===== src/rtl/guess_pkg.sv =====
// Shared types and constants for the guess entry stage.
package guess_pkg;

  typedef enum logic [1:0] {
    IDLE      = 2'd0,
    HAVE_ONES = 2'd1,
    PRESENT   = 2'd2
  } state_t;

  localparam logic [3:0] BCD_MAX = 4'd9;

  function automatic logic is_bcd(input logic [3:0] digit);
    return digit <= BCD_MAX;
  endfunction

endpackage


===== src/rtl/guess_entry_button_debouncer.sv =====
// One raw button: 2-flop synchronizer, persistence counter, rising-level press pulse.
module button_debouncer #(
  parameter int DEBOUNCE_CYCLES = 250000,
  parameter int CNT_W           = 18
) (
  input  logic clk,
  input  logic reset,
  input  logic btn_raw,
  output logic level,
  output logic press
);

  localparam logic [CNT_W-1:0] CNT_LAST = CNT_W'(DEBOUNCE_CYCLES - 1);

  logic             sync_p0;
  logic             sync_p1;
  logic [CNT_W-1:0] cnt;

  always_ff @(posedge clk or posedge reset) begin
    if (reset) begin
      sync_p0 <= 1'b0;
      sync_p1 <= 1'b0;
      cnt     <= '0;
      level   <= 1'b0;
      press   <= 1'b0;
    end else begin
      sync_p0 <= btn_raw;
      sync_p1 <= sync_p0;
      press   <= 1'b0;
      // Count only an unbroken run of samples disagreeing with the accepted level.
      if (sync_p1 != level) begin
        if (cnt == CNT_LAST) begin
          level <= sync_p1;
          press <= sync_p1;
          cnt   <= '0;
        end else begin
          cnt <= cnt + 1'b1;
        end
      end else begin
        cnt <= '0;
      end
    end
  end

endmodule


===== src/rtl/guess_entry.sv =====
// Builds a two-digit BCD guess from debounced confirm buttons and offers it
// to the game core over a valid/ready handshake.
module guess_entry
  import guess_pkg::*;
#(
  parameter int DEBOUNCE_CYCLES = 250000,
  parameter int CNT_W           = 18
) (
  input  logic       clk,
  input  logic       reset,
  input  logic [3:0] input_ones,
  input  logic       confirm1,
  input  logic       confirm2,
  output logic [7:0] guess,
  output logic       guess_valid,
  input  logic       guess_ready,
  output logic       entry_error,
  output logic [1:0] stage
);

  logic       btn1_level, btn1_press;
  logic       btn2_level, btn2_press;
  logic       hit1, hit2;
  logic [3:0] dig_p0, dig_p1;
  logic       digit_ok;

  state_t     state, state_next;
  logic [3:0] ones_q, ones_next;
  logic       err_next;
  logic       load_guess;

  button_debouncer #(
    .DEBOUNCE_CYCLES(DEBOUNCE_CYCLES),
    .CNT_W          (CNT_W)
  ) u_btn1 (
    .clk    (clk),
    .reset  (reset),
    .btn_raw(confirm1),
    .level  (btn1_level),
    .press  (btn1_press)
  );

  button_debouncer #(
    .DEBOUNCE_CYCLES(DEBOUNCE_CYCLES),
    .CNT_W          (CNT_W)
  ) u_btn2 (
    .clk    (clk),
    .reset  (reset),
    .btn_raw(confirm2),
    .level  (btn2_level),
    .press  (btn2_press)
  );

  assign hit1     = btn1_press & btn1_level;
  assign hit2     = btn2_press & btn2_level;
  assign digit_ok = is_bcd(dig_p1);
  assign stage    = state;

  // Digit switches: two-flop synchronizer stage
  always_ff @(posedge clk or posedge reset) begin
    if (reset) begin
      dig_p0 <= 4'd0;
      dig_p1 <= 4'd0;
    end else begin
      dig_p0 <= input_ones;
      dig_p1 <= dig_p0;
    end
  end

  always_comb begin
    state_next = state;
    ones_next  = ones_q;
    err_next   = 1'b0;
    load_guess = 1'b0;
    case (state)
      IDLE: begin
        if (hit1) begin
          if (digit_ok) begin
            ones_next  = dig_p1;
            state_next = HAVE_ONES;
          end else begin
            err_next = 1'b1;
          end
        end
        if (hit2) err_next = 1'b1;
      end
      HAVE_ONES: begin
        if (hit1) begin
          if (digit_ok) ones_next = dig_p1;
          else          err_next  = 1'b1;
        end
        // A tens press coinciding with a ones press loses to the ones press.
        if (hit2) begin
          if (hit1 || !digit_ok) begin
            err_next = 1'b1;
          end else begin
            load_guess = 1'b1;
            state_next = PRESENT;
          end
        end
      end
      PRESENT: begin
        if (hit1 || hit2) err_next = 1'b1;
        if (guess_ready)  state_next = IDLE;
      end
      default: state_next = IDLE;
    endcase
  end

  // FSM and handshake register stage
  always_ff @(posedge clk or posedge reset) begin
    if (reset) begin
      state       <= IDLE;
      ones_q      <= 4'd0;
      guess       <= 8'h00;
      guess_valid <= 1'b0;
      entry_error <= 1'b0;
    end else begin
      state       <= state_next;
      ones_q      <= ones_next;
      guess_valid <= (state_next == PRESENT);
      entry_error <= err_next;
      if (load_guess) guess <= {dig_p1, ones_q};
    end
  end

endmodule


===== config.mk =====
export PLATFORM = sky130hd
export DESIGN_NAME = guess_entry
export DESIGN_NICKNAME = d
export VERILOG_FILES = /design/src/rtl/guess_pkg.sv /design/src/rtl/guess_entry_button_debouncer.sv /design/src/rtl/guess_entry.sv
export SDC_FILE = /design/constraint.sdc
export NUM_CORES = 1
export LEC_CHECK = 0
export ABC_AREA = 1
export CAP_MARGIN = 30
export CORE_MARGIN = 1.5
export CORE_UTILIZATION = 52
export DETAILED_ROUTE_END_ITERATION = 10
export PLACE_DENSITY_LB_ADDON = 0.2
export REMOVE_ABC_BUFFERS = 1
export SKIP_LAST_GASP = 1
export SYNTH_ARGS = -nofsm -noshare
export SYNTH_HDL_FRONTEND = slang
export SYNTH_SLANG_ARGS = --single-unit

===== constraint.sdc =====
create_clock -name clk -period 2.8 [get_ports clk]
set_input_delay 0.84 -clock clk [delete_from_list [all_inputs] [get_ports clk]]
set_output_delay 0.84 -clock clk [all_outputs]
set_load 0.02 [all_outputs]

==> results.json, run 1 <==
{
  "io_pins": 21,
  "setup_violations": 0,
  "globalRouteMet1Util_pct": 26.60,
  "run_status": "finished clean",
  "hold-path-cell-count": 0,
  "vias": 2541,
  "wire_length_of_the_first_global_routing_pass_mm": 11.15,
  "main_combinational_cell_family_by_area_after_synthesis": "simple AND/OR/NAND/NOR gates",
  "cts_resized": 0,
  "detail_route.wirelength_mm": 6.060,
  "cp.required_ns": 1.96,
  "synth-simple-area-share_pct": 34.12,
  "drive_gt1_share_pct": 16.44,
  "slew_headroom_pct": 74.88,
  "cp_top_family": "buffers and inverters",
  "synth_adder_area_share_pct": 0.7386,
  "power.static_leakage_nw": 1.804,
  "final_antenna_net_count": 0,
  "layout.cell_area.non_filler_mm2": 0.003933,
  "peakVddDrop_mv": 0.3360,
  "gr-usage-all-layers_pct": 19.69,
  "chipWidth_um": 83.72,
  "port-buffer-count": 20,
  "final_core_utilization_pct": 62.29,
  "layout_overhead_on_the_synthesized_area_pct": 16.06,
  "antenna_diode_instance_count": 0,
  "synth.area.mux_share_pct": 0,
  "max_cap_viol_count": 0,
  "drt-pass1-iter-count": 4,
  "number_of_clock_sinks": 68,
  "nets": 438,
  "finClkSkew_ns": 0.008432,
  "dr.first_iter.drc_count": 156,
  "seq_area_frac_synth_pct": 50.22,
  "routabilityCongestion": 0.9422,
  "synth-compound-area-share_pct": 4.062,
  "cp.buffers_inverters": 1,
  "cellPowerDensity_mw_per_mm2": 499.3,
  "reg2regPathDepth": 8,
  "postSynthRegisterBits": 68,
  "gr-max-usage-layer": "met2",
  "synth.cell_area_mm2": 0.003388,
  "syn_avg_cell_area_um2": 8.578,
  "cts.repair_timing.setup_buffer_count": 0,
  "yosys.cell_types.count": 33,
  "clock_network_latency_to_the_later_pin_of_the_worst_skew_pair_ns": 0.34,
  "htreeDepth": 3,
  "post_synthesis_instance_total": 395,
  "placed_cells_incl_taps": 493,
  "die_h_um": 83.72,
  "worstSetupStartpointType": "flop",
  "cts_inserted_buffers": 9,
  "finalMaxSlewViolations": 0,
  "grt_max_degree": 34,
  "synth-xor-area-share_pct": 4.653,
  "grt-ovfl-total": 0,
  "ctsRootBufferMaster": "clkbuf_8",
  "max_freq_ghz": 0.4524,
  "synth.yosys.warnings": 0,
  "final_hold_viol_count": 0,
  "timing.critical_path.fanout_max": 6,
  "clk_transition_reported_paths_ns": 0.08,
  "layout.cells.non_filler": 509,
  "setup_slack_ns": 0.5897,
  "cp_slowest_cell": "clkdlybuf4s50_1",
  "met3_track_usage_gr_pct": 3.858,
  "cts_buffer_depth": 2,
  "dpl-instance-area_mm2": 0.003709,
  "drcViolationCount": 0,
  "critPathKind": "reg2out",
  "final_min_period_over_clock_period_pct": 78.94,
  "post_drt_via_cell_ratio": 4.992,
  "grt_antenna_before_repair": 0,
  "rsz0062_at_grt": "false",
  "path_depth": 1,
  "routed_wire_length_per_instance_um": 11.91,
  "use_met2_pct": 31.23,
  "data_arrival_time_of_the_critical_path_ns": 1.37,
  "grt_pass1_vias": 2484,
  "cts-hold-fix-buffers": 0,
  "period_needed_ns": 2.210,
  "tritoncts": "built",
  "die_area_mm2": 0.007009,
  "setup.worst_path.end_class": "output pin",
  "crit_path_max_incr_delay_ns": 0.63,
  "site_rows": 29,
  "design.core.area_mm2": 0.006314,
  "hold_class": "reg2reg",
  "worstMarginPinSlew_ns": 0.3762,
  "cells_along_the_critical_path": "clkdlybuf4s50_1",
  "post-place-ws_ns": 0.9445,
  "initial_util_pct": 53.67,
  "final.setup.tns_ns": 0,
  "dp_hpwl_mm": 4.486
}
[final cells by class]
| type | instances | area [µm²] |
|---|---|---|
| clock buffer | 9 | 123.9 |
| clock inverter | 7 | 100.1 |
| fill | 541 | 2381 |
| inverter | 49 | 183.9 |
| multi-input combinational | 274 | 1476 |
| sequential | 68 | 1702 |
| tap | 77 | 96.34 |
| timing repair buffer | 25 | 250.2 |
[routing by layer]
layer | routed length, µm | vias up
met5 | 0 | -
met4 | 105 | 0
met3 | 179 | 11
met2 | 2861 | 43
met1 | 2912 | 1178
li1 | - | 1309
[path summary, 6_finish.rpt]
path	startpoint	end	slack, ns
setup / recovery	stage[0]	stage[0]	0.59
hold / removal	dig_p0[2]	dig_p1[2]	0.34
setup reg to reg	u_btn1.cnt[0]	u_btn1.cnt[14]	1.33
hold reg to reg	dig_p0[2]	dig_p1[2]	0.34
max in group asynchronous	reset	u_btn2.sync_p0	1.51
min in group asynchronous	reset	u_btn1.press	0.80
[synth_stat cells]
library cell,instances,area [µm²]
buf_2,3,15.01
a21oi_2,1,8.760
nand4_2,1,12.51
inv_2,4,15.01
and2_2,1,7.510
o31ai_1,2,15.01
nand3_1,24,120.1
nand2_2,11,68.82
nor2_1,68,255.2
xnor2_1,7,61.31
nor3_1,7,35.03
nand4_1,9,56.30
nand2_1,80,300.3
buf_6,1,11.26
nor3_2,4,40.04
nor2_2,8,50.05
nand2_4,2,22.52
nor2_4,3,33.78
dfrtp_1,68,1702
nor3_4,3,48.80
ha_1,2,25.02
o21ai_0,6,30.03
nor2_8,1,20.02
o21ai_1,2,10.01
nand3b_1,1,7.510
a21oi_1,6,30.03
inv_1,45,168.9
o21ai_2,5,43.79
and2_4,1,8.760
nand3_2,4,40.04
xor2_1,11,96.34
and2_1,1,6.260
nor3b_1,3,22.52
[worst register-to-register path, stage by stage (launching register included)]
cell and delay (ns):
dfrtp_1 0.38, ha_1 0.19, nand2_2 0.10, nor2_8 0.16, nand2_1 0.09, nor2_2 0.14, nand2_2 0.09, nand2_4 0.14
a21oi_1 0.06
[stage by stage]
stage	power, mW	hold WS, ns
after global routing	2.044	0.3543
after global placement	1.098	0.3337
final	1.963	0.3443
after detailed placement	1.101	0.3385
after floorplan	1.065	0.3312
after CTS	1.989	0.3525
[registers in the layout, summed over array words and instances (netlist names)]
name,flops
guess_valid,1
u_btn2.press,1
dig_p0,4
u_btn2.cnt,18
u_btn2.sync_p0,1
u_btn2.level,1
entry_error,1
u_btn1.cnt,18
ones_q,4
u_btn1.press,1
guess,8
u_btn1.sync_p1,1
u_btn1.level,1
u_btn2.sync_p1,1
u_btn1.sync_p0,1
dig_p1,4
stage,2
[cell families (layout without fill, tap and decap cells)]
| logic type | count (synthesis) | count (layout) |
|---|---|---|
| flops | 68 | 68 |
| simple gates | 232 | 232 |
| buf+inv | 53 | 90 |
| xor+xnor | 18 | 18 |
| fa+ha+maj | 2 | 2 |
| compound gates | 22 | 22 |
[cells in the final DEF (no fill, tap or decap), types with 2 or more instances in the layout]
master	synthesis	layout
a21oi_1	6	6
buf_4	0	4
bufinv_16	0	2
clkbuf_8	0	9
clkdlybuf4s50_1	0	20
clkinvlp_4	0	3
dfrtp_1	68	68
ha_1	2	2
inv_1	45	44
inv_2	4	5
nand2_1	80	80
nand2_2	11	11
nand2_4	2	2
nand3_1	24	24
nand3_2	4	4
nand4_1	9	9
nor2_1	68	68
nor2_2	8	8
nor2_4	3	3
nor3_1	7	7
nor3_2	4	4
nor3_4	3	3
nor3b_1	3	3
o21ai_0	6	6
o21ai_1	2	2
o21ai_2	5	5
o31ai_1	2	2
xnor2_1	7	7
xor2_1	11	11
[report_power, final]
| group | leakage, nW | switching [mW] | internal [mW] |
|---|---|---|---|
| Clock | 0.102 | 0.380 | 0.505 |
| Combinational | 0.785 | 0.0449 | 0.0268 |
| Sequential | 0.917 | 0.00968 | 0.997 |
| Total | 1.80 | 0.434 | 1.53 |
(Power assumes the default switching activity.)
==> inputs of run 2 (changes only) <==
Clock period 2.8 ns to 2.2 ns, I/O delays scaled along.
==> run 2 against run 1 <==
Combinational power rose by 29%; power rose by 28%; critical endpoint unchanged; largest power group unchanged; sequential share of layout area down 0.055 points; clock skew increased by 0.0039 ns.
==> results.json, run 2 (synthesized netlist as in run 1, its figures left out) <==
{
  "rsz0062_at_grt": "false",
  "die_area_mm2": 0.007009,
  "timing.critical_path.fanout_max": 6,
  "detail_route.wirelength_mm": 6.465,
  "critPathKind": "reg2out",
  "cts_buffer_depth": 2,
  "final_min_period_over_clock_period_pct": 92.64,
  "gr-max-usage-layer": "met2",
  "data_arrival_time_of_the_critical_path_ns": 1.38,
  "max_cap_viol_count": 0,
  "final_antenna_net_count": 0,
  "cp.required_ns": 1.54,
  "cts_resized": 0,
  "cts_inserted_buffers": 9,
  "largestRegisters": "u_btn1.cnt x18, u_btn2.cnt x18, guess x8",
  "finClkSkew_ns": 0.01230,
  "setup.worst_path.end_class": "output pin",
  "gr-usage-all-layers_pct": 20.78,
  "site_rows": 29,
  "layout_overhead_on_the_synthesized_area_pct": 16.21,
  "grt_max_degree": 34,
  "dr.first_iter.drc_count": 142,
  "peakVddDrop_mv": 0.4456,
  "grt_pass1_vias": 2500,
  "io_pins": 21,
  "port-buffer-count": 20,
  "ctsRootBufferMaster": "clkbuf_8",
  "layout_common_cells": "80 x nand2_1, 68 x nor2_1, 68 x dfrtp_1, 44 x inv_1, 24 x nand3_1",
  "design.core.area_mm2": 0.006314,
  "crit_path_max_incr_delay_ns": 0.63,
  "finalMaxSlewViolations": 0,
  "routabilityCongestion": 0.8676,
  "final_common_cell": "nand2_1",
  "drt-pass1-iter-count": 4,
  "placed_cells_incl_taps": 492,
  "number_of_clock_sinks": 68,
  "cp_slowest_cell": "clkdlybuf4s50_1",
  "tritoncts": "built",
  "max_freq_ghz": 0.4907,
  "use_met2_pct": 32.26,
  "routed_wire_length_per_instance_um": 12.73,
  "globalRouteMet1Util_pct": 27.88,
  "post_drt_via_cell_ratio": 5.118,
  "cells_along_the_critical_path": "clkdlybuf4s50_1",
  "grt_antenna_before_repair": 0,
  "final_hold_viol_count": 0,
  "cts-hold-fix-buffers": 0,
  "drcViolationCount": 0,
  "final.setup.tns_ns": 0,
  "setup_violations": 0,
  "cts.repair_timing.setup_buffer_count": 0,
  "layout.cells.non_filler": 508,
  "period_needed_ns": 2.038,
  "grt-ovfl-total": 0,
  "clk_transition_reported_paths_ns": 0.08,
  "cellPowerDensity_mw_per_mm2": 640.4,
  "wire_length_of_the_first_global_routing_pass_mm": 11.41,
  "power.static_leakage_nw": 1.816,
  "vias": 2600,
  "worstSetupStartpointType": "flop",
  "hold_class": "reg2reg",
  "drive_gt1_share_pct": 16.24,
  "nets": 437,
  "final.hold.worst_slack_ns": 0.3378,
  "run_status": "finished clean",
  "dp_hpwl_mm": 4.789,
  "slew_headroom_pct": 55.55,
  "worstMarginPinSlew_ns": 0.6619,
  "chipWidth_um": 83.72,
  "die_h_um": 83.72,
  "met3_track_usage_gr_pct": 4.649,
  "cp.buffers_inverters": 1,
  "cp_top_family": "buffers and inverters",
  "clock_network_latency_to_the_later_pin_of_the_worst_skew_pair_ns": 0.34,
  "antenna_diode_instance_count": 0,
  "initial_util_pct": 53.67,
  "htreeDepth": 3
}
run 2: changes by cell type in the layout (fill, tap and decap cells not counted), sizes merged:
cell      change
buf           -1
clkinv        +3
clkinvlp      -3
run 2: layout make-up:
type | count | area (µm²)
well taps | 77 | 96.34
clock inverters | 7 | 100.1
flip-flops and latches | 68 | 1702
clock buffers | 9 | 123.9
inverters | 49 | 183.9
fillers | 521 | 2376
repair buffers | 24 | 255.2
multi-input cells | 274 | 1476
run 2: metal layers:
layer	up-vias	wire, µm
met2	54	2980
met3	14	216
li1	1308	-
met1	1224	3102
met5	-	0
met4	0	165
run 2: path summary, 6_finish.rpt:
check	from	slack, ns	cells past startpoint	endpoint
max	stage[0]	0.16	1	stage[0]
min	dig_p0[0]	0.34	0	dig_p1[0]
max reg2reg	u_btn2.cnt[0]	0.71	8	u_btn2.cnt[12]
min reg2reg	dig_p0[0]	0.34	0	dig_p1[0]
max in group asynchronous	reset	1.14	3	u_btn2.cnt[11]
min in group asynchronous	reset	0.59	2	u_btn1.level
run 2: stage by stage:
stage / power [mW] / utilization [%] / worst slack [ns] / cell area (µm²)
floorplan: 1.356 / - / -0.1715 / 3362
global placement: 1.399 / 58.82 / 0.5342 / 3714
detailed placement: 1.401 / 58.82 / 0.5293 / 3714
CTS: 2.547 / 62.37 / 0.1515 / 3938
global route: 2.620 / 62.37 / 0.1064 / 3938
finish: 2.522 / 62.37 / 0.1619 / 3938
run 2: power breakdown:
part / internal (mW) / leakage, nW / total (mW) / switching, mW
clock: 0.646 / 0.114 / 1.15 / 0.502
sequential: 1.27 / 0.917 / 1.28 / 0.0123
combinational: 0.0350 / 0.785 / 0.0924 / 0.0574
==> inputs of run 3 (changes only) <==
Settings changed: SLEW_MARGIN from default to 20.
==> results of run 3 <==
Same layout as run 2: the final DEF is identical, and so are final timing and power.
